--- src/rtl/instr_fetch.sv ---
// Instruction fetch stage: sequential word fetch from a synchronous-read program
// memory, one-entry skid buffer for decode stalls, redirect on taken branches.
// Optional fetch counter enabled by the INSTR_FETCH_PERF_CNT_EN macro.
module instr_fetch #(
  parameter int ADDR_WIDTH = 7,
  parameter int RESET_PC   = 0
) (
  input  logic                  clk,
  input  logic                  reset,
  output logic [ADDR_WIDTH-1:0] mem_addr,
  input  logic [31:0]           mem_instr,
  input  logic                  stall,
  input  logic                  redirect,
  input  logic [ADDR_WIDTH-1:0] redirect_pc,
  output logic                  if_valid,
  output logic [ADDR_WIDTH-1:0] if_pc,
  output logic [31:0]           if_instr
`ifdef INSTR_FETCH_PERF_CNT_EN
  ,
  output logic [15:0]           fetch_count
`endif
);

  localparam int DATA_W = 32;
  localparam logic [ADDR_WIDTH-1:0] RST_PC = ADDR_WIDTH'(RESET_PC);

  typedef enum logic [1:0] {
    BOOT = 2'd0,
    RUN  = 2'd1,
    HOLD = 2'd2
  } state_t;

  state_t state, state_nxt;

  logic [ADDR_WIDTH-1:0] pc;
  logic                  vld_p0;
  logic [ADDR_WIDTH-1:0] pc_p0;
  logic                  skid_vld;
  logic [ADDR_WIDTH-1:0] skid_pc;
  logic [DATA_W-1:0]     skid_instr;

  logic issue;
  logic advance;
  logic capture;
  logic release_skid;
  logic flush;

  function automatic logic [ADDR_WIDTH-1:0] pc_inc(input logic [ADDR_WIDTH-1:0] a);
    return a + ADDR_WIDTH'(1);
  endfunction

  // A redirect presents its target in the same cycle so the target's data
  // arrives one cycle later and if_valid drops for exactly one cycle.
  assign mem_addr = redirect ? redirect_pc : pc;

  always_ff @(posedge clk or negedge reset) begin
    if (!reset) begin
      state <= BOOT;
    end else begin
      state <= state_nxt;
    end
  end

  always_comb begin
    state_nxt    = state;
    issue        = 1'b0;
    advance      = 1'b0;
    capture      = 1'b0;
    release_skid = 1'b0;
    flush        = 1'b0;
    if (redirect) begin
      flush     = 1'b1;
      issue     = 1'b1;
      state_nxt = RUN;
    end else begin
      case (state)
        BOOT: begin
          issue     = 1'b1;
          state_nxt = RUN;
        end
        RUN: begin
          if (stall && if_valid) begin
            capture   = 1'b1;
            state_nxt = HOLD;
          end else begin
            issue   = 1'b1;
            advance = 1'b1;
          end
        end
        HOLD: begin
          if (!stall) begin
            issue        = 1'b1;
            release_skid = 1'b1;
            state_nxt    = RUN;
          end
        end
        default: state_nxt = BOOT;
      endcase
    end
  end

  // p0: address issued last cycle, its data is on mem_instr now
  always_ff @(posedge clk or negedge reset) begin
    if (!reset) begin
      pc       <= RST_PC;
      vld_p0   <= 1'b0;
      skid_vld <= 1'b0;
    end else begin
      if (issue) pc <= pc_inc(mem_addr);
      vld_p0 <= issue;
      if (flush || release_skid) skid_vld <= 1'b0;
      else if (capture)          skid_vld <= vld_p0;
    end
  end

  always_ff @(posedge clk) begin
    if (issue) pc_p0 <= mem_addr;
    if (capture) begin
      skid_pc    <= pc_p0;
      skid_instr <= mem_instr;
    end
  end

  // p1: registered instruction handed to decode
  always_ff @(posedge clk or negedge reset) begin
    if (!reset) begin
      if_valid <= 1'b0;
      if_pc    <= '0;
      if_instr <= '0;
    end else if (flush) begin
      if_valid <= 1'b0;
    end else if (advance) begin
      if_valid <= vld_p0;
      if_pc    <= pc_p0;
      if_instr <= mem_instr;
    end else if (release_skid) begin
      if_valid <= skid_vld;
      if_pc    <= skid_pc;
      if_instr <= skid_instr;
    end
  end

`ifdef INSTR_FETCH_PERF_CNT_EN
  function automatic logic [15:0] sat_inc(input logic [15:0] c);
    return (c == 16'hFFFF) ? c : c + 16'd1;
  endfunction

  always_ff @(posedge clk or negedge reset) begin
    if (!reset) begin
      fetch_count <= 16'd0;
    end else if (if_valid && !stall) begin
      fetch_count <= sat_inc(fetch_count);
    end
  end
`endif

endmodule
--- config.mk ---
export PLATFORM = sky130hd
export DESIGN_NAME = instr_fetch
export DESIGN_NICKNAME = d
export VERILOG_FILES = /design/src/rtl/instr_fetch.sv
export SDC_FILE = /design/constraint.sdc
export NUM_CORES = 1
export LEC_CHECK = 0
export ABC_CLOCK_PERIOD_IN_PS = 2600
export CORE_MARGIN = 5
export CORE_UTILIZATION = 46
export DETAILED_ROUTE_END_ITERATION = 12
export MAX_ROUTING_LAYER = met4
export PLACE_DENSITY = 0.76
export SYNTH_ARGS = -nofsm -noshare
export SYNTH_HDL_FRONTEND = slang
export SYNTH_SLANG_ARGS = --single-unit
export TNS_END_PERCENT = 20
--- constraint.sdc ---
create_clock -name clk -period 2.6 [get_ports clk]
set_clock_uncertainty 0.05 [all_clocks]
set_input_delay 0.52 -clock clk [delete_from_list [all_inputs] [get_ports clk]]
set_output_delay 0.52 -clock clk [all_outputs]
set_load 0.005 [all_outputs]
# After elaboration in Yosys (flattened, before gate mapping)
# Cells that the tools add are included.
dict set report word_totals {
  mem_bits_ro 0
  word_cells 50
  mem_bits_rw 0
  in_bits 43
  latch_bits 0
  out_inout_bits 47
  memories 0
  reg_bits 97
}
dict set report op_classes {
  n_lt_le_gt_ge 0
  eq_ne 4
  n_addsub 1
  n_mux 26
  n_bitwise 1
  mul 0
  div_mod_pow 0
  n_reduce_logical 8
  shifts 0
}
# cell count
set ops {}
lappend ops {{32-bit two-way mux} 2}
lappend ops {{7-bit two-way mux} 3}
lappend ops {{1-bit two-way mux} 16}
lappend ops {{7-bit by 1-bit adder with 7-bit output (second input constant)} 1}
lappend ops {{2-bit two-way mux} 3}
lappend ops {{3-bit != test (second input constant)} 2}
lappend ops {{2-bit case mux with 3 select lines} 1}
lappend ops {{2-bit AND reduction} 2}
lappend ops {{2-bit nonzero test} 2}
lappend ops {{1-bit case mux with 3 select lines} 1}
lappend ops {{3-bit nonzero test} 1}
lappend ops {{2-bit by 1-bit == test with 1-bit output (second input constant)} 1}
lappend ops {{2-bit == test (second input constant)} 1}
lappend ops {{2-bit zero test} 1}
lappend ops {{1-bit logical AND} 1}
lappend ops {{1-bit logical OR} 1}
lappend ops {{1-bit NOT} 1}

# Longest topological paths before layout
dict set report depth {
  word_depth 6
  ltp_mapped 9
  depth_no_buf 7
}

# Least setup slack after synthesis
# Ideal clock, no wire load.
dict set report synth_timing {
  path_kind {input -> register}
  startpoint {in redirect}
  endpoint {reg skid_vld}
  arrival_ns 2.912
  n_path_buf 1
  path_stages 5
  slack_ns -0.490
  required_ns 2.421
  setup_time_ns 0.129
  cell_sequence {buf_2 -> nand2b_1 -> nor2_1 -> mux2i_1 -> nor3_1}
}
dict set report synth_via {
  word_cells_on_any_way 6
  cone_classes {mux: 4; reduce/logical: 2}
}
# item line
set synth_rtl {}
lappend synth_rtl {{start: declaration} 13} ;# input logic redirect,
lappend synth_rtl {{1-bit two-way mux} 71} ;# if (redirect) begin
lappend synth_rtl {{named net capture} 44} ;# logic capture;
lappend synth_rtl {{2-bit nonzero test (no source line)} n/a}
lappend synth_rtl {{end signal: assignment} 112} ;# else if (capture) skid_vld <= vld_p0;
lappend synth_rtl {{end: declaration} 38} ;# logic skid_vld;
# The timed path passes the listed nets, and every way through them passes these cells.
# A chain may end at the register's enable or synchronous reset.

# Final worst setup path
dict set report layout_timing {
  startpoint {in redirect_pc[5]}
  endpoint {out mem_addr[5]}
}
dict set report layout_via {
  elab_chain_len 1
}
# item line
set layout_rtl {}
lappend layout_rtl {{start: declaration} 14} ;# input logic [ADDR_WIDTH-1:0] redirect_pc,
lappend layout_rtl {{7-bit two-way mux} 54} ;# assign mem_addr = redirect ? redirect_pc : pc;
lappend layout_rtl {{end: declaration} 10} ;# output logic [ADDR_WIDTH-1:0] mem_addr,
# Every way passes these cells.

==> flow_metrics.py <==
metrics = {
    "run_status": {
        "outcome": "finished clean",
    },
    "logic_synthesis": {
        "synth_fa_ha_area_frac": 0.002976,
        "synthSimpleGateAreaFrac": 0.03571,
        "synth_xor_area_frac": 0.01042,
        "synth_top_family_by_area": "multiplexers",
        "synth.ff_latch_count": 97,
        "netlist_area_um2": 4204,
        "synth_most_common_cell": "dfrtp_1",
        "synth_area_leaders": "edfxtp_1, dfrtp_1, mux2_4",
        "ys_warn_count": 0,
        "synthesis.instances": 245,
        "synth_top_flop_cell": "dfrtp_1",
        "yosysTopAreaCell": "edfxtp_1",
        "yosys.area.top_type_share": 0.3286,
        "synth_compound_area_frac": 0.01607,
        "ys_types": 30,
        "async_reset_ff_frac": 0.5258,
        "synthesis.nets": 289,
        "yosys-top-cells-count": "dfrtp_1, edfxtp_1, mux2_2",
        "synth.avg_cell_area_um2": 17.16,
        "yosysSeqAreaShare": 0.6321,
        "synth_edf_count": 46,
        "muxShareOfSynthArea": 0.2744,
    },
    "floorplanning": {
        "fp.dieH_um": 105.6,
        "io_pins": 90,
        "num_rows": 34,
        "die_x_um": 105.6,
        "core_area_um2": 8806,
        "die_area_um2": 11150,
        "initial_utilization": 0.4774,
    },
    "global_routing": {
        "gr-usage-all-layers": 0.1510,
        "grt_pass1_vias": 2548,
        "grt_pass1_wl_um": 12940,
        "grt_start_max_net_pins": 28,
        "grt_overflow_total": 0,
        "antenna_found_initial": 0,
    },
    "timing": {
        "finalCritPeriodShare": 0.8790,
        "finalHoldViolCount": 0,
        "fin_crit_ns": 2.285,
        "slew_headroom": 0.5973,
        "worst_pin_slew_ns": 0.6040,
        "timing.fmax_ghz": 0.4376,
        "maxSlewViolCount": 0,
        "setup_violations": 0,
        "rsz0062_at_grt": "false",
        "fin_setup_tns_ns": 0,
    },
    "worst_setup_path": {
        "end_kind": "primary output",
        "required_ns": 2.03,
        "crit_end": "mem_addr[5]",
        "path_class": "input port to primary output",
        "critPathMostFrequentCell": "clkdlybuf4s50_1",
        "cpPeakStageDelay_ns": 0.54,
        "start_kind": "input port",
        "rr_startpoint": "if_valid$_DFFE_PN0P_",
        "cpMaxStageDelayCell": "clkdlybuf4s50_1",
        "r2r_end": "if_instr[6]$_DFFE_PN0P_",
        "worstSetupStartpoint": "redirect_pc[5]",
        "reg2reg_depth": 5,
        "crit_chain": "clkdlybuf4s50_1 -> nand2_1 -> o21ai_1 -> clkdlybuf4s50_1",
        "crit_arrival_ns": 1.72,
        "r2r_slack_ns": 0.81,
        "critical_path_peak_fanout": 2,
    },
    "final_layout": {
        "diodes": 0,
        "nFillCells": 668,
        "ff_latch_area_um2": 2658,
        "fin_nets": 396,
        "multi_input_area_um2": 1440,
        "design_area_um2": 5568,
        "area_delta_synth_final_pct": 32.44,
        "fin_util": 0.6323,
        "final_layout_size_suffix_gt1_frac": 0.3445,
    },
    "routing": {
        "via_per_inst": 5.067,
        "routed_wl_um": 7928,
        "num_vias": 2356,
        "firstDrtPassIters": 4,
        "wl_per_cell_um": 17.05,
        "ant_nets": 0,
        "drtIter0Drc": 57,
        "route.detailed.drc": 0,
    },
    "pwr": {
        "vdd_drop_max_mv": 0.3430,
        "p_per_area_nw_per_um2": 713.2,
        "p_leak_nw": 2.224,
    },
    "clock_tree": {
        "path_clk_slew_ns": 0.10,
        "worstSkewPairLatency_ns": 0.35,
        "cts_tree": "yes",
        "cts_max_path_buffers": 2,
        "numClockSinks": 97,
        "cts_max_level": 3,
        "cts_made_buffers": 9,
        "cts_hold_buffers": 0,
        "root_buffer": "clkbuf_8",
    },
    "hold_path": {
        "hp-class": "input port to asynchronous set/reset pin",
    },
    "place": {
        "postPlaceCellArea_um2": 5353,
        "dpl.hpwl_um": 5613,
        "routabilityCongestion": 0.7955,
        "portBuffers": 89,
    },
    "flow_run": {
        "maxCapViolCount": 0,
    },
}
-- cells in the final DEF, fill, tap and decap left out, types with 2 or more instances in the layout --
cell type,instances
nand3_1,2
mux2_4,39
mux2_2,46
nand4b_1,2
clkdlybuf4s50_1,87
nor3_1,2
o21ai_1,2
a21oi_1,3
nor2_4,2
xnor2_1,4
o21ai_0,2
a22oi_1,2
nand2_1,5
nand2b_1,2
clkbuf_1,2
clkinv_2,2
inv_1,7
dfrtp_1,51
buf_4,9
buf_12,7
clkbuf_8,9
nand3b_1,2
edfxtp_1,46
mux2i_1,5
nor3b_2,2
nand4_1,2
-- through the flow --
| stage | instances | hold WS (ns) | setup slack [ns] | power, W |
|---|---|---|---|---|
| after floorplan | 245 | 0.1744 | 0.1749 | 0.002475 |
| after global placement | 448 | 0.3876 | 0.03681 | 0.003042 |
| after detailed placement | 448 | 0.3979 | 0.007913 | 0.003080 |
| after CTS | 464 | 0.1172 | 0.006889 | 0.004020 |
| after global routing | 465 | 0.1468 | 0.2522 | 0.004187 |
| final | 465 | 0.1075 | 0.3147 | 0.003971 |
-- layer usage --
layer  up-vias  track usage  share of wire
li1       1115            -              -
met1      1178       0.1894           0.45
met2        57       0.2495           0.51
met3         6      0.01956          0.034
met4         0      0.06105          0.012
met5         -            -              0
-- power breakdown --
part	switching, W	internal (W)	total [W]
Clock	0.000496	0.000446	0.000942
Sequential	0.000126	0.00186	0.00198
Combinational	0.000346	0.000700	0.00105
Total	0.000967	0.00300	0.00397
-- worst min path at each step --
stage / to / slack, ns
2_1_floorplan: if_instr[0]$_DFFE_PN0P_ / 0.17
3_3_place_gp: skid_pc[2]$_DFFE_PP_ / 0.39
3_5_place_dp: skid_pc[1]$_DFFE_PP_ / 0.40
4_1_cts: if_instr[16]$_DFFE_PN0P_ / 0.12
5_1_grt: if_instr[16]$_DFFE_PN0P_ / 0.15
6_report: if_instr[16]$_DFFE_PN0P_ / 0.11
-- registers in the layout, indices dropped and copies added (netlist names) --
name        flops
skid_instr     32
pc_p0           7
vld_p0          1
if_pc           7
state           2
if_instr       32
if_valid        1
skid_vld        1
skid_pc         7
pc              7
-- cell families (layout without fill, tap and decap cells) --
kind of cell | count (synthesis) | in the layout
buffers and inverters | 17 | 129
AO/OA/AOI/OAI | 11 | 11
multiplexers | 90 | 90
AND/OR/NAND/NOR | 24 | 24
XOR/XNOR | 5 | 5
flip-flops | 97 | 97
adder cells (fa/ha/maj) | 1 | 1
-- layout make-up --
class                           count  share of cell area
Sequential cell                    97              0.4773
Multi-Input combinational cell    131              0.2587
Timing Repair Buffer              106              0.2013
Tap cell                          108             0.02427
Clock buffer                       11             0.02360
Clock inverter                      5             0.01011
Inverter                            7            0.004719
-- repair_timing --
| item | 4_1_cts | 5_1_grt |
|---|---|---|
| gates resized for setup | 0 | 3 |
| setup buffers | 0 | 0 |
| endpoints found under the setup margin | 0 | 6 |
-- critical path, delay by kind of cell --
family	cells	cell delay, ns
compound gates	1	0.11
buf+inv	2	1.03
simple gates	1	0.06
Note: power is estimated with default switching activity, not from simulation.
==> RTL change 1: new RTL, same settings <==
Add a define of `INSTR_FETCH_PERF_CNT_EN`.
--- a/src/rtl/instr_fetch.sv
+++ b/src/rtl/instr_fetch.sv
@@ -2,4 +2,6 @@
 // memory, one-entry skid buffer for decode stalls, redirect on taken branches.
 // Optional fetch counter enabled by the INSTR_FETCH_PERF_CNT_EN macro.
+`define INSTR_FETCH_PERF_CNT_EN
+
 module instr_fetch #(
   parameter int ADDR_WIDTH = 7,
Function (old outputs only; new: fetch_count): kept (equiv_simple and equiv_induct, registers matched by name and starting in step).
==> RTL change 1 against the unedited design <==
  * Area after synthesis increased by 9.1%
  * Cell area increased by 17%
  * Total power increased by 48%
  * Setup slack got worse by 65 ps
  * First-iteration DRC count increased to 3.4 times the old value
  * Count of clock-buffer cells in the layout increased by 8
  * Sequential cell count increased by 16
  * Register-to-register slack got worse by 170 ps
  * Wire length increased by 37%
  * Synthesized cell count increased by 29%
  * Largest cell class unchanged
==> RTL change 1: results <==
export IMPL_outcome="finished clean"
export IMPL_grt_total_usage_pct=19.72
export IMPL_top_regs="if_instr x32, skid_instr x32, fetch_count x16"
export IMPL_final_nets=479
export IMPL_cts_max_level=4
export IMPL_placed_cells=547
export IMPL_synth_async_sr_flop_share_pct=59.29
export IMPL_synthTopCellsByArea="dfrtp_1 37%, edfxtp_1 30%, o22a_1 15%, xor2_1 2.3%, mux2_2 2.0%"
export IMPL_num_vias=3196
export IMPL_ctsHoldBuffers=1
export IMPL_hold_class="reg2reg"
export IMPL_fill_cells=756
export IMPL_synth_common_cells="78 x o22a_1, 67 x dfrtp_1, 46 x edfxtp_1"
export IMPL_hpwl_microns=7026
export IMPL_io_buffers=105
export IMPL_ir_drop_uv=478.4
export IMPL_syn_inst=316
export IMPL_grt_pass1_vias=3456
export IMPL_viasPerCell=5.510
export IMPL_cts_made_buffers=17
export IMPL_arrival_ps=1780
export IMPL_placedInstanceArea_sq_mm=0.005887
export IMPL_clk_latency_ps=500
export IMPL_grt_pass1_wl_microns=17620
export IMPL_grt_start_max_net_pins=68
export IMPL_drt_iter0_drc=194
export IMPL_wl_per_cell_microns=18.74
export IMPL_worst_pin_slew_ps=470.1
export IMPL_drive_above_1_share_pct=14.54
export IMPL_critPathMaxStageDelay_ps=450
export IMPL_synth_cell_type_count=45
export IMPL_dr_pass1_iters=5
export IMPL_crit_fanout=3
export IMPL_syn_num_nets=361
export IMPL_p_leak_nw=2.485
-- RTL change 1: kinds of logic (layout without fill, tap and decap cells) --
family | after synthesis | in the layout | synth area share [%]
AO/OA/AOI/OAI | 96 | 96 | 17.37
XOR/XNOR | 16 | 16 | 3.054
adder cells (fa/ha/maj) | 2 | 2 | 0.5453
buffers and inverters | 24 | 155 | 2.236
flip-flops | 113 | 113 | 66.65
multiplexers | 11 | 11 | 2.618
AND/OR/NAND/NOR | 54 | 54 | 7.527
-- RTL change 1: routing by layer --
metal	GRT usage [%]	share of wire (%)	vias to the layer above
met3	4.580	4.9	11
met5	-	0	-
met4	6.946	0.98	0
met1	25.41	45	1615
met2	30.76	49	92
li1	-	-	1478
-- RTL change 1: final cells by class --
type                       count  area share (%)
clock inverter                13           2.487
clock buffer                  19           6.651
multi-input combinational    179           22.29
timing repair buffer         119           18.66
sequential                   113           47.12
tap                          133           2.564
inverter                       4          0.2313
-- RTL change 1: final timing paths --
check	start	endpoint	slack, ps	depth (start not counted)
setup reg to reg	fetch_count[0]	fetch_count[1]	640	5
hold reg to reg	pc_p0[0]	skid_pc[0]	410	0
hold / removal	pc_p0[0]	skid_pc[0]	410	0
max in group asynchronous	reset	if_pc[5]	1640	3
setup / recovery	redirect_pc[2]	mem_addr[2]	250	4
min in group asynchronous	reset	if_instr[21]	540	3
-- RTL change 1: worst reg2reg max path, delay by kind of cell, from the launching register on --
family                   cells  cell delay (ps)
flip-flops                   1              400
multiplexers                 1              290
adder cells (fa/ha/maj)      1              210
AND/OR/NAND/NOR              3              890
-- RTL change 1: stage by stage --
step	setup slack (ps)	power [W]	hold WS, ps	utilization, %
2_1_floorplan	266.4	0.002901	174.4	-
3_3_place_gp	237.7	0.003589	393.0	60.51
3_5_place_dp	163.6	0.003631	399.2	60.51
4_1_cts	222.6	0.005948	398.4	66.71
5_1_grt	161.4	0.006173	427.7	66.71
6_report	249.3	0.005885	414.1	66.71
-- RTL change 1: power by group --
group          internal (W)  switching (W)
Sequential          0.00218       0.000198
Clock               0.00148       0.000814
Combinational      0.000756       0.000455
Total               0.00442        0.00147
==> RTL change 2: new RTL, config.mk and constraints unchanged <==
Without the edit above. The 3 states of `state_t` get a one-hot encoding in 3 bits.
--- a/src/rtl/instr_fetch.sv
+++ b/src/rtl/instr_fetch.sv
@@ -25,8 +25,8 @@
   localparam logic [ADDR_WIDTH-1:0] RST_PC = ADDR_WIDTH'(RESET_PC);
 
-  typedef enum logic [1:0] {
-    BOOT = 2'd0,
-    RUN  = 2'd1,
-    HOLD = 2'd2
+  typedef enum logic [2:0] {
+    BOOT = 3'b001,
+    RUN  = 3'b010,
+    HOLD = 3'b100
   } state_t;
 
Check against the original RTL: same outputs for any inputs over 10 cycles, from zero or initial values and one cycle with reset low; not proved beyond that.
==> RTL change 2 against the unedited design <==
  * Utilization shrank 1.1 points
  * Synthesized cell count is 24% higher
  * Area after synthesis fell by 2.9%
  * Hold slack better by 7.1 ps
  * Cell area fell by 3.2%
  * Count of clock-buffer cells in the layout stayed put
  * Sequential cell count rose by 1
  * Wire length grew 7.9%
  * Setup slack about the same
  * Sequential share of layout area grew 2.0 points
  * Die area down 2.6%
  * Critical path type unchanged
  * Critical endpoint unchanged
Power is not compared: it rests on default switching activity, and its combinational part moved more than twofold at a synthesized area within 25%.
==> RTL change 2: results <==
export IMPL_synth_seq_area_share_pct=65.72
export IMPL_crit_start="redirect_pc[5]"
export IMPL_placed_cells=491
export IMPL_synthTopCellsByArea="edfxtp_1 34%, dfrtp_1 31%, mux2i_1 11%, a31oi_1 6.0%, a21oi_1 5.1%"
export IMPL_drt_iter0_drc=106
export IMPL_grt_total_usage_pct=16.42
export IMPL_post_cts_resized=0
export IMPL_fill_cells=719
export IMPL_grt_pass1_vias=2748
export IMPL_placedInstanceArea_sq_mm=0.005176
export IMPL_wl_microns=8554
export IMPL_viasPerCell=5.346
export IMPL_hpwl_microns=5839
export IMPL_rrSetupSlack_ps=630
export IMPL_synthMuxAreaShare_pct=13.24
export IMPL_cp_endpoint="mem_addr[5]"
export IMPL_routabilityCongestion=0.8295
export IMPL_critPathMaxStageDelay_ps=560
export IMPL_syn_num_nets=347
export IMPL_reg2reg_depth=4
export IMPL_synth_common_cells="51 x dfrtp_1, 46 x edfxtp_1, 45 x mux2i_1"
export IMPL_syn_inst=303
export IMPL_top_regs="if_instr x32, skid_instr x32"
export IMPL_arrival_ps=1720
export IMPL_synth_async_sr_flop_share_pct=53.06
export IMPL_outcome="finished clean"
export IMPL_r2r_end="pc_p0[4]"
export IMPL_ir_drop_uv=488.9
export IMPL_dr_pass1_iters=4
export IMPL_synth_compound_area_share_pct=12.90
export IMPL_synth_xor_area_share_pct=1.501
export IMPL_grt_start_max_net_pins=82
export IMPL_max_slew_margin_pct=59.47
export IMPL_clk_latency_ps=350
export IMPL_drive_above_1_share_pct=10.25
export IMPL_r2r_start="state[0]"
export IMPL_final_nets=439
export IMPL_postCtsSetupRepairBufs=0
export IMPL_wl_per_cell_microns=16.84
export IMPL_grt_pass1_wl_microns=14200
export IMPL_synth_cell_type_count=30
export IMPL_synth_fa_ha_area_share_pct=0.3064
## RTL change 2: cell types whose count changed after synthesis, moves of 3 or more
cell,unedited run,this run
mux2_2,46,4
clkbuf_1,0,16
a21oi_1,3,42
mux2_4,39,3
buf_2,2,6
mux2i_1,5,45
buf_4,3,0
a31oi_1,0,39
## RTL change 2: metal layers
layer / GRT usage [%] / vias to the layer above / wire, microns
met2: 25.68 / 57 / 4242
met3: 2.545 / 13 / 254
met1: 21.26 / 1313 / 3878
met5: - / - / 0
met4: 7.308 / 0 / 179
li1: - / 1333 / -
## RTL change 2: layout make-up
| cell class | instances | area [sq um] | area share [%] |
|---|---|---|---|
| sequential | 98 | 2684 | 49.78 |
| tap | 108 | 135.1 | 2.506 |
| inverter | 8 | 30.03 | 0.5570 |
| timing repair buffer | 105 | 1089 | 20.19 |
| clock inverter | 5 | 56.30 | 1.044 |
| clock buffer | 11 | 131.4 | 2.437 |
| multi-input combinational | 173 | 1266 | 23.49 |
## RTL change 2: per-stage QoR
| stage | hold slack [ps] | total power (W) | setup slack [ps] |
|---|---|---|---|
| floorplan | 174.4 | 0.003562 | 338.5 |
| global placement | 384.7 | 0.004613 | 25.93 |
| detailed placement | 387.8 | 0.004677 | 11.41 |
| CTS | 119.6 | 0.005618 | 2.228 |
| global route | 158.0 | 0.005903 | 240.8 |
| finish | 114.6 | 0.005567 | 314.8 |
## RTL change 2: power groups by stage
stage,Sequential [W],Combinational (W),Clock [W]
6_report,0.00242,0.00220,0.000947
5_1_grt,0.00248,0.00239,0.00103
4_1_cts,0.00243,0.00222,0.000968
3_5_place_dp,0.00245,0.00222,0
3_3_place_gp,0.00244,0.00217,0
2_1_floorplan,0.00242,0.00114,0
